### src/rtl/fetch_decode_pkg.sv
// Shared definitions for the byte-code fetch/decode front end and the
// execute stage it feeds: op encodings, FSM states, special bytes and
// small decode helpers.
package fetch_decode_pkg;

  typedef enum logic [1:0] {
    OP_NOP   = 2'b00,
    OP_LOAD  = 2'b01,
    OP_STORE = 2'b10,
    OP_ADDI  = 2'b11
  } op_e;

  typedef enum logic [2:0] {
    IDLE      = 3'd0,
    FETCH     = 3'd1,
    FETCH_IMM = 3'd2,
    ISSUE     = 3'd3,
    WAIT_EXEC = 3'd4,
    RELEASE   = 3'd5,
    HALT      = 3'd6
  } state_e;

  // The all-zero byte stops the machine until reset.
  localparam logic [7:0] HALT_BYTE = 8'h00;
  // Upper address bits of the data page that addr_out offsets into.
  localparam logic [2:0] DATA_PAGE = 3'b111;

  // Opcode field of an instruction byte.
  function automatic op_e byte_op(input logic [7:0] b);
    return op_e'(b[7:6]);
  endfunction

  // Ops whose execute result is written back into the accumulator.
  function automatic logic op_writes_acc(input op_e op);
    return (op == OP_LOAD) || (op == OP_ADDI);
  endfunction

endpackage

### src/rtl/fetch_decode_if.sv
// Bus bundle between the fetch/decode block, instruction memory and the
// execute stage. master = fetch/decode side, slave = memory/execute side.
interface fetch_decode_if;
  import fetch_decode_pkg::*;

  logic [7:0] imem_addr;
  logic [7:0] imem_data;
  logic       exec_en;
  op_e        op;
  logic [7:0] val1;
  logic [7:0] val2;
  logic [4:0] addr_out;
  logic       exec_ready;
  logic [7:0] exec_val;

  modport master (
    output imem_addr, exec_en, op, val1, val2, addr_out,
    input  imem_data, exec_ready, exec_val
  );

  modport slave (
    input  imem_addr, exec_en, op, val1, val2, addr_out,
    output imem_data, exec_ready, exec_val
  );

endinterface

### src/rtl/fetch_decode_pc_counter.sv
// Program counter: load, increment, and wrap from PC_LAST back to PC_RESET.
// pc_d exposes the value pc takes at the next edge so the fetch address
// register can follow pc without a cycle of lag.
module pc_counter #(
  parameter logic [7:0] PC_RESET = 8'h00,
  parameter logic [7:0] PC_LAST  = 8'hDF
) (
  input  logic       clk,
  input  logic       rst,
  input  logic       load,
  input  logic [7:0] load_val,
  input  logic       inc,
  output logic [7:0] pc,
  output logic [7:0] pc_d
);

  logic [7:0] pc_r;
  logic [7:0] pc_inc_s;
  logic [7:0] pc_d_s;

  // Wrapped successor of the current pc.
  always_comb begin
    pc_inc_s = pc_r + 8'd1;
    if (pc_r == PC_LAST) begin
      pc_inc_s = PC_RESET;
    end else begin
      pc_inc_s = pc_r + 8'd1;
    end
  end

  // Next pc: explicit load wins over increment.
  always_comb begin
    pc_d_s = pc_r;
    if (load) begin
      pc_d_s = load_val;
    end else if (inc) begin
      pc_d_s = pc_inc_s;
    end else begin
      pc_d_s = pc_r;
    end
  end

  // pc register.
  always_ff @(posedge clk or posedge rst) begin
    if (rst) begin
      pc_r <= PC_RESET;
    end else begin
      pc_r <= pc_d_s;
    end
  end

  assign pc   = pc_r;
  assign pc_d = pc_d_s;

endmodule

### src/rtl/fetch_decode.sv
// Fetch/decode front end for an 8-bit byte-code machine. Fetches one or two
// bytes per instruction from a fixed-latency instruction memory, hands
// LOAD/STORE/ADDI to the execute stage with a level handshake, and writes
// results back into the accumulator.
// Optional build macro BF8B_ILLEGAL_TRAP_EN: op-00 bytes other than HALT
// trap into HALT and raise the sticky err output (otherwise they are NOPs
// and err does not exist).
module fetch_decode
  import fetch_decode_pkg::*;
#(
  parameter logic [7:0] PC_RESET = 8'h00,
  parameter logic [7:0] PC_LAST  = 8'hDF,
  parameter int         IMEM_LAT = 2
) (
  input  logic                 clk,
  input  logic                 rst,
  input  logic                 run,
  fetch_decode_if.master       bus,
  output logic [7:0]           pc,
  output logic [7:0]           acc,
  output logic                 halted
`ifdef BF8B_ILLEGAL_TRAP_EN
  ,
  output logic                 err
`endif
);

  // The fetch cycle that captures imem_data is the one where the counter
  // has reached IMEM_LAT, i.e. IMEM_LAT full cycles after the address went out.
  localparam logic [1:0] LAT_LAST = 2'(IMEM_LAT);

  state_e     state_r;
  state_e     state_s;
  logic [1:0] lat_cnt_r;
  op_e        instr_op_r;
  logic [4:0] instr_addr_r;
  logic [7:0] acc_r;
  logic [7:0] val1_r;
  logic [7:0] val2_r;
  op_e        op_r;
  logic [4:0] addr_r;
  logic       exec_en_r;
  logic       halted_r;
  logic [7:0] imem_addr_r;
  logic [7:0] pc_s;
  logic [7:0] pc_d_s;
  logic       fetching_s;
  logic       fetch_done_s;
  logic       illegal_s;
  op_e        dec_op_s;
  logic [4:0] dec_addr_s;

  pc_counter #(
    .PC_RESET (PC_RESET),
    .PC_LAST  (PC_LAST)
  ) u_pc (
    .clk      (clk),
    .rst      (rst),
    .load     (1'b0),
    .load_val (PC_RESET),
    .inc      (fetch_done_s),
    .pc       (pc_s),
    .pc_d     (pc_d_s)
  );

`ifdef BF8B_ILLEGAL_TRAP_EN
  assign illegal_s = (bus.imem_data[7:6] == OP_NOP) && (bus.imem_data[5:0] != 6'd0);
`else
  assign illegal_s = 1'b0;
`endif

  // Fetch progress and the op/addr fields that go out at issue time
  // (straight from memory for a one-byte op, from the latch for ADDI).
  always_comb begin
    fetching_s   = 1'b0;
    fetch_done_s = 1'b0;
    dec_op_s     = instr_op_r;
    dec_addr_s   = instr_addr_r;
    if ((state_r == FETCH) || (state_r == FETCH_IMM)) begin
      fetching_s = 1'b1;
    end else begin
      fetching_s = 1'b0;
    end
    if (fetching_s && (lat_cnt_r == LAT_LAST)) begin
      fetch_done_s = 1'b1;
    end else begin
      fetch_done_s = 1'b0;
    end
    if (state_r == FETCH) begin
      dec_op_s   = byte_op(bus.imem_data);
      dec_addr_s = bus.imem_data[4:0];
    end else begin
      dec_op_s   = instr_op_r;
      dec_addr_s = instr_addr_r;
    end
  end

  // Next-state logic; an instruction always runs to completion, run is
  // only consulted at instruction boundaries.
  always_comb begin
    state_s = state_r;
    case (state_r)
      IDLE: begin
        if (run) state_s = FETCH;
        else     state_s = IDLE;
      end
      FETCH: begin
        if (!fetch_done_s) begin
          state_s = FETCH;
        end else if (bus.imem_data == HALT_BYTE) begin
          state_s = HALT;
        end else if (illegal_s) begin
          state_s = HALT;
        end else begin
          case (byte_op(bus.imem_data))
            OP_NOP:   state_s = run ? FETCH : IDLE;
            OP_ADDI:  state_s = FETCH_IMM;
            OP_LOAD:  state_s = ISSUE;
            OP_STORE: state_s = ISSUE;
            default:  state_s = IDLE;
          endcase
        end
      end
      FETCH_IMM: begin
        if (fetch_done_s) state_s = ISSUE;
        else              state_s = FETCH_IMM;
      end
      ISSUE: begin
        state_s = WAIT_EXEC;
      end
      WAIT_EXEC: begin
        if (bus.exec_ready) state_s = RELEASE;
        else                state_s = WAIT_EXEC;
      end
      RELEASE: begin
        if (run) state_s = FETCH;
        else     state_s = IDLE;
      end
      HALT: begin
        state_s = HALT;
      end
      default: begin
        state_s = IDLE;
      end
    endcase
  end

  // FSM state register.
  always_ff @(posedge clk or posedge rst) begin
    if (rst) state_r <= IDLE;
    else     state_r <= state_s;
  end

  // Memory latency counter, restarted for every fetched byte.
  always_ff @(posedge clk or posedge rst) begin
    if (rst) begin
      lat_cnt_r <= 2'd0;
    end else if (fetching_s && !fetch_done_s) begin
      lat_cnt_r <= lat_cnt_r + 2'd1;
    end else begin
      lat_cnt_r <= 2'd0;
    end
  end

  // Fetch address follows pc (including the advance made this edge).
  always_ff @(posedge clk or posedge rst) begin
    if (rst) imem_addr_r <= PC_RESET;
    else     imem_addr_r <= pc_d_s;
  end

  // First byte of an instruction, kept while the ADDI immediate is fetched.
  always_ff @(posedge clk or posedge rst) begin
    if (rst) begin
      instr_op_r   <= OP_NOP;
      instr_addr_r <= 5'd0;
    end else if ((state_r == FETCH) && fetch_done_s) begin
      instr_op_r   <= byte_op(bus.imem_data);
      instr_addr_r <= bus.imem_data[4:0];
    end
  end

  // ADDI immediate.
  always_ff @(posedge clk or posedge rst) begin
    if (rst) begin
      val2_r <= 8'h00;
    end else if ((state_r == FETCH_IMM) && fetch_done_s) begin
      val2_r <= bus.imem_data;
    end
  end

  // Issue operands, set on entry to ISSUE so they lead exec_en by a cycle
  // and stay frozen for the whole handshake.
  always_ff @(posedge clk or posedge rst) begin
    if (rst) begin
      op_r   <= OP_NOP;
      addr_r <= 5'd0;
      val1_r <= 8'h00;
    end else if ((state_s == ISSUE) && (state_r != ISSUE)) begin
      op_r   <= dec_op_s;
      addr_r <= dec_addr_s;
      val1_r <= acc_r;
    end
  end

  // Accumulator write-back on the completing exec_ready edge.
  always_ff @(posedge clk or posedge rst) begin
    if (rst) begin
      acc_r <= 8'h00;
    end else if ((state_r == WAIT_EXEC) && bus.exec_ready && op_writes_acc(op_r)) begin
      acc_r <= bus.exec_val;
    end
  end

  // Registered status strobes decoded from the next state.
  always_ff @(posedge clk or posedge rst) begin
    if (rst) begin
      exec_en_r <= 1'b0;
      halted_r  <= 1'b0;
    end else begin
      exec_en_r <= (state_s == WAIT_EXEC);
      halted_r  <= (state_s == HALT);
    end
  end

`ifdef BF8B_ILLEGAL_TRAP_EN
  logic err_r;

  // Sticky illegal-op flag.
  always_ff @(posedge clk or posedge rst) begin
    if (rst) begin
      err_r <= 1'b0;
    end else if ((state_r == FETCH) && fetch_done_s && illegal_s) begin
      err_r <= 1'b1;
    end
  end

  assign err = err_r;
`endif

  assign bus.imem_addr = imem_addr_r;
  assign bus.exec_en   = exec_en_r;
  assign bus.op        = op_r;
  assign bus.val1      = val1_r;
  assign bus.val2      = val2_r;
  assign bus.addr_out  = addr_r;
  assign pc            = pc_s;
  assign acc           = acc_r;
  assign halted        = halted_r;

endmodule

### src/flat_wrapper.sv
// flat-port wrapper written by rule: the top's interface ports become plain ports
module fetch_decode_flat import fetch_decode_pkg::*;
#(
  parameter logic [7:0] PC_RESET = 8'h00,
  parameter logic [7:0] PC_LAST  = 8'hDF,
  parameter int         IMEM_LAT = 2
)
  (clk, rst, run, pc, acc, halted, bus_imem_addr, bus_exec_en, bus_op, bus_val1, bus_val2, bus_addr_out, bus_imem_data, bus_exec_ready, bus_exec_val);
  fetch_decode_if bus_i ();
  input  logic clk;
  input  logic rst;
  input  logic run;
  output logic [7:0] pc;
  output logic [7:0] acc;
  output logic halted;
  output wire logic [$bits(bus_i.imem_addr)-1:0] bus_imem_addr;
  output wire logic [$bits(bus_i.exec_en)-1:0] bus_exec_en;
  output wire logic [$bits(bus_i.op)-1:0] bus_op;
  output wire logic [$bits(bus_i.val1)-1:0] bus_val1;
  output wire logic [$bits(bus_i.val2)-1:0] bus_val2;
  output wire logic [$bits(bus_i.addr_out)-1:0] bus_addr_out;
  input wire logic [$bits(bus_i.imem_data)-1:0] bus_imem_data;
  input wire logic [$bits(bus_i.exec_ready)-1:0] bus_exec_ready;
  input wire logic [$bits(bus_i.exec_val)-1:0] bus_exec_val;
  assign bus_imem_addr = bus_i.imem_addr;
  assign bus_exec_en = bus_i.exec_en;
  assign bus_op = bus_i.op;
  assign bus_val1 = bus_i.val1;
  assign bus_val2 = bus_i.val2;
  assign bus_addr_out = bus_i.addr_out;
  assign bus_i.imem_data = bus_imem_data;
  assign bus_i.exec_ready = bus_exec_ready;
  assign bus_i.exec_val = bus_exec_val;
  fetch_decode #(.PC_RESET(PC_RESET), .PC_LAST(PC_LAST), .IMEM_LAT(IMEM_LAT)) u_core (.clk(clk), .rst(rst), .run(run), .bus(bus_i), .pc(pc), .acc(acc), .halted(halted));
endmodule
### config.mk
export PLATFORM = sky130hd
export DESIGN_NAME = fetch_decode_flat
export DESIGN_NICKNAME = d
export VERILOG_FILES = /design/src/rtl/fetch_decode_pkg.sv /design/src/rtl/fetch_decode_if.sv /design/src/rtl/fetch_decode_pc_counter.sv /design/src/rtl/fetch_decode.sv /design/src/flat_wrapper.sv
export SDC_FILE = /design/constraint.sdc
export NUM_CORES = 1
export LEC_CHECK = 0
export BUFFER_PORTS_ARGS = -buffer_cell sky130_fd_sc_hd__clkbuf_2
export CORE_MARGIN = 2
export CORE_UTILIZATION = 40
export DETAILED_ROUTE_END_ITERATION = 8
export PLACE_DENSITY = 0.63
export SETUP_SLACK_MARGIN = 0.02
export SKIP_CTS_REPAIR_TIMING = 1
export SLEW_MARGIN = 30
export SYNTH_ARGS = -nofsm -noshare
export SYNTH_HDL_FRONTEND = slang
export SYNTH_SLANG_ARGS = --single-unit
### constraint.sdc
create_clock -name clk -period 3.25 [get_ports clk]
set_clock_uncertainty 0.05 [all_clocks]
set_input_delay 0.1625 -clock clk [delete_from_list [all_inputs] [get_ports clk]]
set_output_delay 0.1625 -clock clk [all_outputs]
set_load 0.02 [all_outputs]
### Yosys cells after proc, flatten, opt, wreduce, memory -nomap -nowiden

Cells that the tools add are included.

* register bits: 53
* input bits: 20
* output and inout port bits: 49
* logic and storage cells: 59

* $add $sub $neg: 2
* eq/ne operators: 17
* mux-type cells: 13
* reduce and logical (&&, ||, !) cells: 15

Operators by type and width (number)
* 3-bit case mux with 6 select lines: 1
* 3-bit == test, second input constant: 5
* 3-bit by 2-bit == test with 1-bit output, second input constant: 3
* 3-bit case mux with 3 select lines: 1
* 8-bit by 1-bit adder with 8-bit output, second input constant: 1
* 2-bit == test, second input constant: 4
* 8-bit == test, second input constant: 1
* 8-bit logical NOT: 1
* 8-bit 2-to-1 mux: 1
* 1-bit logical AND: 7
* 3-bit 2-to-1 mux: 2
* 1-bit 2-to-1 mux: 5
* 5-bit 2-to-1 mux: 1
* 2-bit by 1-bit == test with 1-bit output, second input constant: 2
* 2-bit 2-to-1 mux: 2
* 2-bit OR reduction: 2
* 3-bit by 1-bit == test with 1-bit output, second input constant: 1
* 3-bit logical NOT: 1
* 3-bit by 2-bit inequality test with 1-bit output, second input constant: 1
* 2-bit by 1-bit adder with 2-bit output, second input constant: 1
* 2-bit logical NOT: 1
* 1-bit logical OR: 2
* 1-bit logical NOT: 1

### Longest topological paths before layout

Gate-level depths: netlist (run 1).

* depth after elaboration: 9
* depth in mapped cells: 8
* mapped depth without buffers: 7

### By module

A second synthesis (run 1) with hierarchy kept.

* cells, all modules: 195
* area total of the unflattened synthesis: 2668.8 um^2

Modules (own cells, without submodules)
* fetch_decode: times used 1, cells each 144, area an instance 2203.4 um^2, seq. area each 1326.3 um^2
* pc_counter: times used 1, cells each 51, area an instance 465.4 um^2, seq. area each 200.2 um^2

### Least setup slack after synthesis (run 1)

OpenSTA, ideal clock, no wires.

* kind: input to register
* start point: in bus_imem_data[6]
* end point: reg u_core.addr_r[1], in the netlist u_core.bus.addr_out[1]
* setup time: 125 ps
* arrival time: 1950 ps
* required time: 3075 ps
* setup slack: 1125 ps
* stages on the path: 7
* buffers on the path: 1
* cell sequence: inv_1 -> ha_1 -> or4b_4 -> or4_4 -> a31oi_4 -> buf_12 -> mux2_4

* longest elaborated chain between the ends: 8
* elaborated cells between the ends (all ways): 12
* classes of those cells: eq/ne (4); mux (4); reduce/logical (4)

Ends and longest elaborated chain
* from (decl): RTL line flat_wrapper.sv:22 `input wire logic [$bits(bus_i.imem_data)-1:0] bus_imem_data;`
* 2-bit by 1-bit == test with 1-bit output or 2-bit == test (tied branches): RTL line fetch_decode.sv:115 `case (byte_op(bus.imem_data))`
* 2-bit OR reduction (no line)
* 3-bit case mux with 3 select lines: RTL line fetch_decode.sv:115
* 3-bit 2-to-1 mux *: RTL line fetch_decode.sv:110 `end else if (bus.imem_data == HALT_BYTE) begin`
* 3-bit 2-to-1 mux *: RTL line fetch_decode.sv:108 `if (!fetch_done_s) begin`
* 3-bit case mux with 6 select lines *: RTL line fetch_decode.sv:102 `case (state_r)`
* 3-bit by 2-bit == test with 1-bit output *: RTL line fetch_decode.sv:198 `end else if ((state_s == ISSUE) && (state_r != ISSUE)) begin`
* 1-bit logical AND *: RTL line fetch_decode.sv:198
* to (signal assigned): RTL line fetch_decode.sv:200 `addr_r <= dec_addr_s;`
* to (decl): RTL line fetch_decode.sv:41 `logic [4:0] addr_r;`

Every way passes the cells marked *; elsewhere a longest branch is shown, timed or not. The select of a mux whose other input is x is not followed.
A chain may end at the register's enable or synchronous reset.

### Worst setup path after layout (run 1)

* start point: reg u_core.lat_cnt_r[0]
* end point: reg u_core.addr_r[2], in the netlist u_core.bus.addr_out[2]

* longest elaborated chain between the ends: 7
* elaborated cells between the ends (all ways): 8
* classes of those cells: eq/ne (2); mux (4); reduce/logical (2)

Ends and longest elaborated chain
* from (decl): RTL line fetch_decode.sv:34 `logic [1:0] lat_cnt_r;`
* from (signal assigned): RTL line fetch_decode.sv:159 `lat_cnt_r <= lat_cnt_r + 2'd1;`
* 2-bit == test *: RTL line fetch_decode.sv:84 `if (fetching_s && (lat_cnt_r == LAT_LAST)) begin`
* 1-bit logical AND *: RTL line fetch_decode.sv:84
* 1-bit 2-to-1 mux *: RTL line fetch_decode.sv:84
* 1-bit 2-to-1 mux or 3-bit 2-to-1 mux (tied branches): RTL line fetch_decode.sv:125, fetch_decode.sv:108
* 3-bit case mux with 6 select lines *: RTL line fetch_decode.sv:102
* 3-bit by 2-bit == test with 1-bit output *: RTL line fetch_decode.sv:198
* 1-bit logical AND *: RTL line fetch_decode.sv:198

Every way passes the cells marked *; elsewhere a longest branch is shown, timed or not.

==> results of run 1 <==
-- worst paths after layout --
path,start,endpoint,cells past startpoint
worst max-delay path,u_core.lat_cnt_r[0],u_core.bus.addr_out[2],7
worst min-delay path,bus_exec_val[4],u_core.acc[4],2
worst max register to register,u_core.lat_cnt_r[0],u_core.bus.addr_out[2],7
worst min register to register,u_core.lat_cnt_r[0],u_core.lat_cnt_r[0],1
max in group asynchronous,rst,u_core.instr_addr_r[2],4
min in group asynchronous,rst,u_core.acc[6],3
-- state kept, by name (all words and copies together), names as in the netlist --
name	cells
u_core.instr_addr_r	5
u_core.bus.imem_addr	8
u_core.bus.val2	8
u_core.bus.op	2
u_core.halted	1
u_core.bus.addr_out	5
u_core.bus.val1	8
u_core.instr_op_r	2
u_core.lat_cnt_r	2
u_core.bus.exec_en	1
u_core.acc	8
u_core.state_r	3
-- metal layers --
| metal | part of all wire (%) | global-route usage [%] |
|---|---|---|
| met3 | 5.9 | 5.00 |
| met1 | 46 | 19.9 |
| met2 | 47 | 21.5 |
| met5 | 0 | 0 |
| met4 | 1.5 | 4.92 |
-- power by group through the flow --
stage,clock network [mW],registers [mW],logic [mW]
2_1_floorplan,0,1.17,0.629
3_3_place_gp,0,1.04,1.01
3_5_place_dp,0,1.05,1.03
4_1_cts,0.392,1.04,1.03
5_1_grt,0.417,1.07,1.12
6_report,0.376,1.03,1.01
-- worst reg2reg max path, stage by stage (launching register included) --
cell and delay (ns):
dfrtp_1 0.35, inv_1 0.04, ha_1 0.23, nor2b_1 0.18, and2_1 0.31, a31oi_4 0.49, buf_4 0.27, mux2_4 0.31
-- stage by stage --
stage	instance area, µm²	power, mW	instances	setup WS, ns
finish	2940	2.42	330	0.903
global route	2940	2.60	330	0.739
CTS	2930	2.46	329	0.875
detailed placement	2840	2.07	321	0.677
global placement	2840	2.05	321	0.723
floorplan	2470	1.80	188	1.12
-- synthesized netlist by cell type, types with 2 or more instances --
library cell   n  share of area, %
xnor2_1        5               1.8
buf_4          8               2.4
clkbuf_1       4              0.61
inv_1          8               1.2
mux2i_1        2              0.81
nand2_1        5              0.76
and3_1         3              0.76
ha_1           4               2.0
nand3_1        3              0.61
o41ai_1        2              0.71
nand2b_1       3              0.76
nor4_1         2              0.51
mux2_2        36                16
nor3_1         3              0.61
dfrtp_1       53                54
a21oi_1        3              0.61
o21ai_0        4              0.81
mux2_4        10               6.1
nor2b_1        3              0.76
nor2_1        10               1.5
-- kinds of logic after synthesis --
family          after synthesis
fa+ha+maj                     4
compound gates               14
buf+inv                      21
simple gates                 42
xor+xnor                      6
flops                        53
mux                          48
-- final cells by class --
class                   count  area, µm²  area share, %
flip-flops and latches     53       1330           45.1
multi-input cells         114       1020           34.8
repair buffers             72        373           12.7
well taps                  75       93.8           3.19
clock buffers               5       68.8           2.34
inverters                   8       31.3           1.06
clock inverters             3       22.5          0.766
==> metrics.cfg, run 1 <==
[logic_synthesis]
ys_async_sr_fraction_pct=100
yosysWarnings=0
synth_edf_count=0
syn_area_per_cell_um2=13.2
synthesis.nets=212
synth_fa_ha_area_share_pct=2.02
ys_seq_elements=53
yosysUniqueCellTypes=37
netlist_area_um2=2470
synth_xor_area_share_pct=2.12
synthSimpleGateAreaFrac_pct=9.71
seq_area_frac_synth_pct=53.6
ys.flop_type=dfrtp_1
synth_top_family_by_area=multiplexers
synth-compound-area-share_pct=4.25
syn_inst=188
synthMuxAreaShare_pct=23.3

[power_and_ir_drop]
p_int_mw=1.50
switching_share_pct=37.8
combPwrFrac_pct=41.8
p_per_area_nw_per_um2=823
p_sw_mw=0.914
ir_worst_vdd_v=0.000378
pwr-share-seq_pct=42.7
pwr-share-clk_pct=15.5
leakagePower_nw=1.53

[die]
die_h_um=82.7
initial_utilization_pct=41.6
die_w_um=82.7
core-area_um2=5960
dieArea_um2=6830
ios=69
row_count=28

[route]
viasPerCell=4.88
drt-total-wl_um=4650
ant_nets=0
drt_iter0_drc=89
drtPass1Iterations=4
wire_per_inst_um=14.1
drcViolationCount=0
num_vias=1612

[finish]
drive_gt1_share_pct=51.0
final_cell_mix=68 x clkbuf_2, 53 x dfrtp_1, 36 x mux2_2
nNetsFinal=278
antenna_cells=0
fin_util_pct=49.3
nFillCells=569
mostFrequentLayoutCell=clkbuf_2
area_growth_pct=18.8

[sta]
fin_crit_sh_pct=72.2
rsz0062_at_grt=no
finalCriticalPeriod_ns=2.35
finalMaxSlewViolations=0
maxSlewHeadroom_pct=51.3
max_freq_mhz=426
whs_ns=0.0256
worst_pin_slew_ns=0.731
hold_viol=0
setup_tns_ns=0
finalSetupViolCount=0

[grt]
grt_usage_pct=14.5
grt-ovfl-total=0
antenna_found_initial=0
grt_pass1_vias=1497
grt_max_degree=43
grt_pass1_wl_um=7330

[critical_path]
critPathArrivalTime_ns=2.50
worst-path-max-fanout=11
cp_cell_sequence=inv_1 > ha_1 > nor2b_1 > and2_1 > a31oi_4 > buf_4 > mux2_4
crit_path_top_delay_cell=a31oi_4
worstPathRequired_ns=3.40
worst-path-buf-inv=2
crit_path_end_kind=flop
cp_top_family=simple AND/OR/NAND/NOR gates
path_class=flop to flop
startpoint_type=flop
slowest_delay_ns=0.49
reg2reg_slack_ns=0.90

[clocking]
cts_root_buffer=clkbuf_8
clk_latency_ns=0.31
htreeDepth=2
cts_buffers=5
cts_tree=done
clk_pin_slew_worst_paths_ns=0.10
cts_sinks=53
clockBufferDepth=2

[job]
max_cap_violations=0

[placed_design]
place_congestion=0.768
dp_hpwl_um=3420
port_buffers=68

[min_path]
holdCritPathClass=primary input to flop

[run_status]
outcome=complete, no violations

Note: power is estimated with default switching activity, not from simulation.
==> run 2, diff against run 1 <==
- clock period: 3.25 -> 2.2 ns (I/O delays scaled with it)
==> metrics.cfg, run 2 (synthesis results as in run 1) <==
[placed_design]
placedCellCount=328  ; was 321
dp_hpwl_um=3490  ; was 3420 µm
post-place-ws_ns=0.0174  ; was 0.677 ns
port_buffers=68  ; unchanged
place_congestion=0.727  ; was 0.768

[critical_path]
cp_cell_sequence=inv_1 > ha_1 > nor2b_1 > nand3_1 > nor4_1 > nor2_1  ; was inv_1 > ha_1 > nor2b_1 > and2_1 > a31oi_4 > buf_4 > mux2_4
worstRegToRegCells=6  ; was 7
startpoint_type=flop  ; unchanged
worstPathRequired_ns=2.32  ; was 3.40 ns
path_class=flop to flop  ; unchanged
critPathArrivalTime_ns=2.02  ; was 2.50 ns
slowest_delay_ns=0.49  ; about the same
crit_path_end_kind=flop  ; unchanged
crit_path_top_delay_cell=nor4_1  ; was a31oi_4
worst-path-max-fanout=5  ; was 11
worst-path-buf-inv=1  ; was 2
rr_startpoint=u_core.lat_cnt_r[0]  ; unchanged
cp_top_family=simple AND/OR/NAND/NOR gates  ; unchanged
reg2reg_to=u_core.bus.imem_addr[0]  ; was u_core.bus.addr_out[2]
reg2reg_slack_ns=0.30  ; was 0.90 ns

[finish]
fin_cells=346  ; was 330
antenna_cells=0  ; unchanged
fin_util_pct=52.0  ; was 49.3%
final_cell_mix=68 x clkbuf_2, 53 x dfrtp_1, 36 x mux2_2  ; unchanged
drive_gt1_share_pct=50.6  ; was 51.0%
nNetsFinal=294  ; was 278
mostFrequentLayoutCell=clkbuf_2  ; unchanged
area_growth_pct=25.1  ; was 18.8%

[sta]
worst_pin_slew_ns=0.511  ; was 0.731 ns
setup_tns_ns=0  ; unchanged
setup_ws_ns=0.299  ; was 0.903 ns
fin_crit_sh_pct=86.4  ; was 72.2%
finalSetupViolCount=0  ; unchanged
finalCriticalPeriod_ns=1.90  ; was 2.35 ns
maxSlewHeadroom_pct=65.6  ; was 51.3%
hold_viol=0  ; unchanged
rsz0062_at_grt=no  ; unchanged
max_freq_mhz=526  ; was 426 MHz
finalMaxSlewViolations=0  ; unchanged

[min_path]
hold_depth=2  ; unchanged
holdCritPathClass=primary input to flop  ; unchanged
hold-path-endpoint=u_core.bus.val2[2]  ; was u_core.acc[4]
hp-start=bus_imem_data[2]  ; was bus_exec_val[4]

[clocking]
clockBufferDepth=2  ; unchanged
cts_sinks=53  ; unchanged
clk_pin_slew_worst_paths_ns=0.10  ; about the same
clk_latency_ns=0.30  ; was 0.31 ns
cts_tree=done  ; unchanged
cts_root_buffer=clkbuf_8  ; unchanged
htreeDepth=2  ; unchanged
cts_buffers=5  ; unchanged

[die]
dieArea_um2=6830  ; unchanged
initial_utilization_pct=41.6  ; unchanged
core-area_um2=5960  ; unchanged
row_count=28  ; unchanged
ios=69  ; unchanged
die_h_um=82.7  ; unchanged
die_w_um=82.7  ; unchanged

[power_and_ir_drop]
p_per_area_nw_per_um2=1180  ; was 823 nW/µm²
leakagePower_nw=1.62  ; was 1.53 nW
ir_worst_vdd_v=0.000494  ; was 0.000378 V

[route]
drt_iter0_drc=75  ; was 89
drt-met1-wl_um=2140  ; was 2120 µm
wire_per_inst_um=13.4  ; was 14.1 µm
drt-total-wl_um=4650  ; about the same
ant_nets=0  ; unchanged
drcViolationCount=0  ; unchanged
viasPerCell=4.86  ; was 4.88
num_vias=1683  ; was 1,612
top_layer=met4  ; unchanged
wl_met3_um=258  ; was 274 µm
drtPass1Iterations=4  ; unchanged
wl_met2_um=2230  ; was 2180 µm

[grt]
grt_pass1_wl_um=7280  ; was 7330 µm
grt_usage_pct=14.1  ; was 14.5%
grt_pass1_vias=1538  ; was 1,497
grt-ovfl-total=0  ; unchanged
grt_max_degree=33  ; was 43
antenna_found_initial=0  ; unchanged

[run_status]
outcome=complete, no violations  ; unchanged

[job]
max_cap_violations=0  ; unchanged

[run 2: cell types whose count changed in the layout (fill, tap and decap cells not counted), sizes merged]
cell / before / now
dlygate4sd3: 1 / 10
clkinvlp: 3 / 1
inv: 7 / 9
buf: 3 / 10
[run 2: worst max-delay path by stage]
stage,start,to,slack [ns],cells past startpoint
6_report,u_core.lat_cnt_r[0],u_core.bus.imem_addr[0],0.30,6
5_1_grt,u_core.lat_cnt_r[0],u_core.bus.imem_addr[3],0.06,6
4_1_cts,u_core.lat_cnt_r[0],u_core.bus.addr_out[3],0.29,7
3_5_place_dp,bus_imem_data[6],u_core.bus.addr_out[0],0.02,8
3_3_place_gp,bus_imem_data[6],u_core.bus.val1[5],0.03,8
2_1_floorplan,bus_imem_data[6],u_core.bus.addr_out[1],0.13,7
[run 2: layer usage]
layer	track usage, %	vias up
li1	-	820
met1	19.7	820
met2	20.7	41
met3	4.89	2
met4	3.93	0
met5	0	-
[run 2: final cells by class]
cell class | instances | area (µm²)
clock buffers | 5 | 68.8
well taps | 75 | 93.8
multi-input cells | 114 | 1020
repair buffers | 88 | 528
fillers | 558 | 2860
clock inverters | 3 | 25.0
flip-flops and latches | 53 | 1330
inverters | 8 | 30.0
[run 2: worst register-to-register path, delay by kind of cell, from the launching register on]
kind          cells  cell delay, ns
fa+ha+maj         1            0.22
buf+inv           1            0.05
flops             1            0.38
simple gates      4            1.07
[run 2: stage by stage]
| stage | cell area, µm² | total power, mW | hold slack [ns] |
|---|---|---|---|
| 2_1_floorplan | 2470 | 2.65 | 0.211 |
| 3_3_place_gp | 2900 | 3.07 | 0.123 |
| 3_5_place_dp | 2900 | 3.10 | 0.122 |
| 4_1_cts | 3000 | 3.67 | -0.214 |
| 5_1_grt | 3100 | 3.90 | 0.0275 |
| 6_report | 3100 | 3.64 | 0.0387 |
[run 2: report_power, final]
part,internal (mW),switching (mW)
clock network,0.230,0.334
logic,0.758,0.793
registers,1.29,0.240
total,2.27,1.37
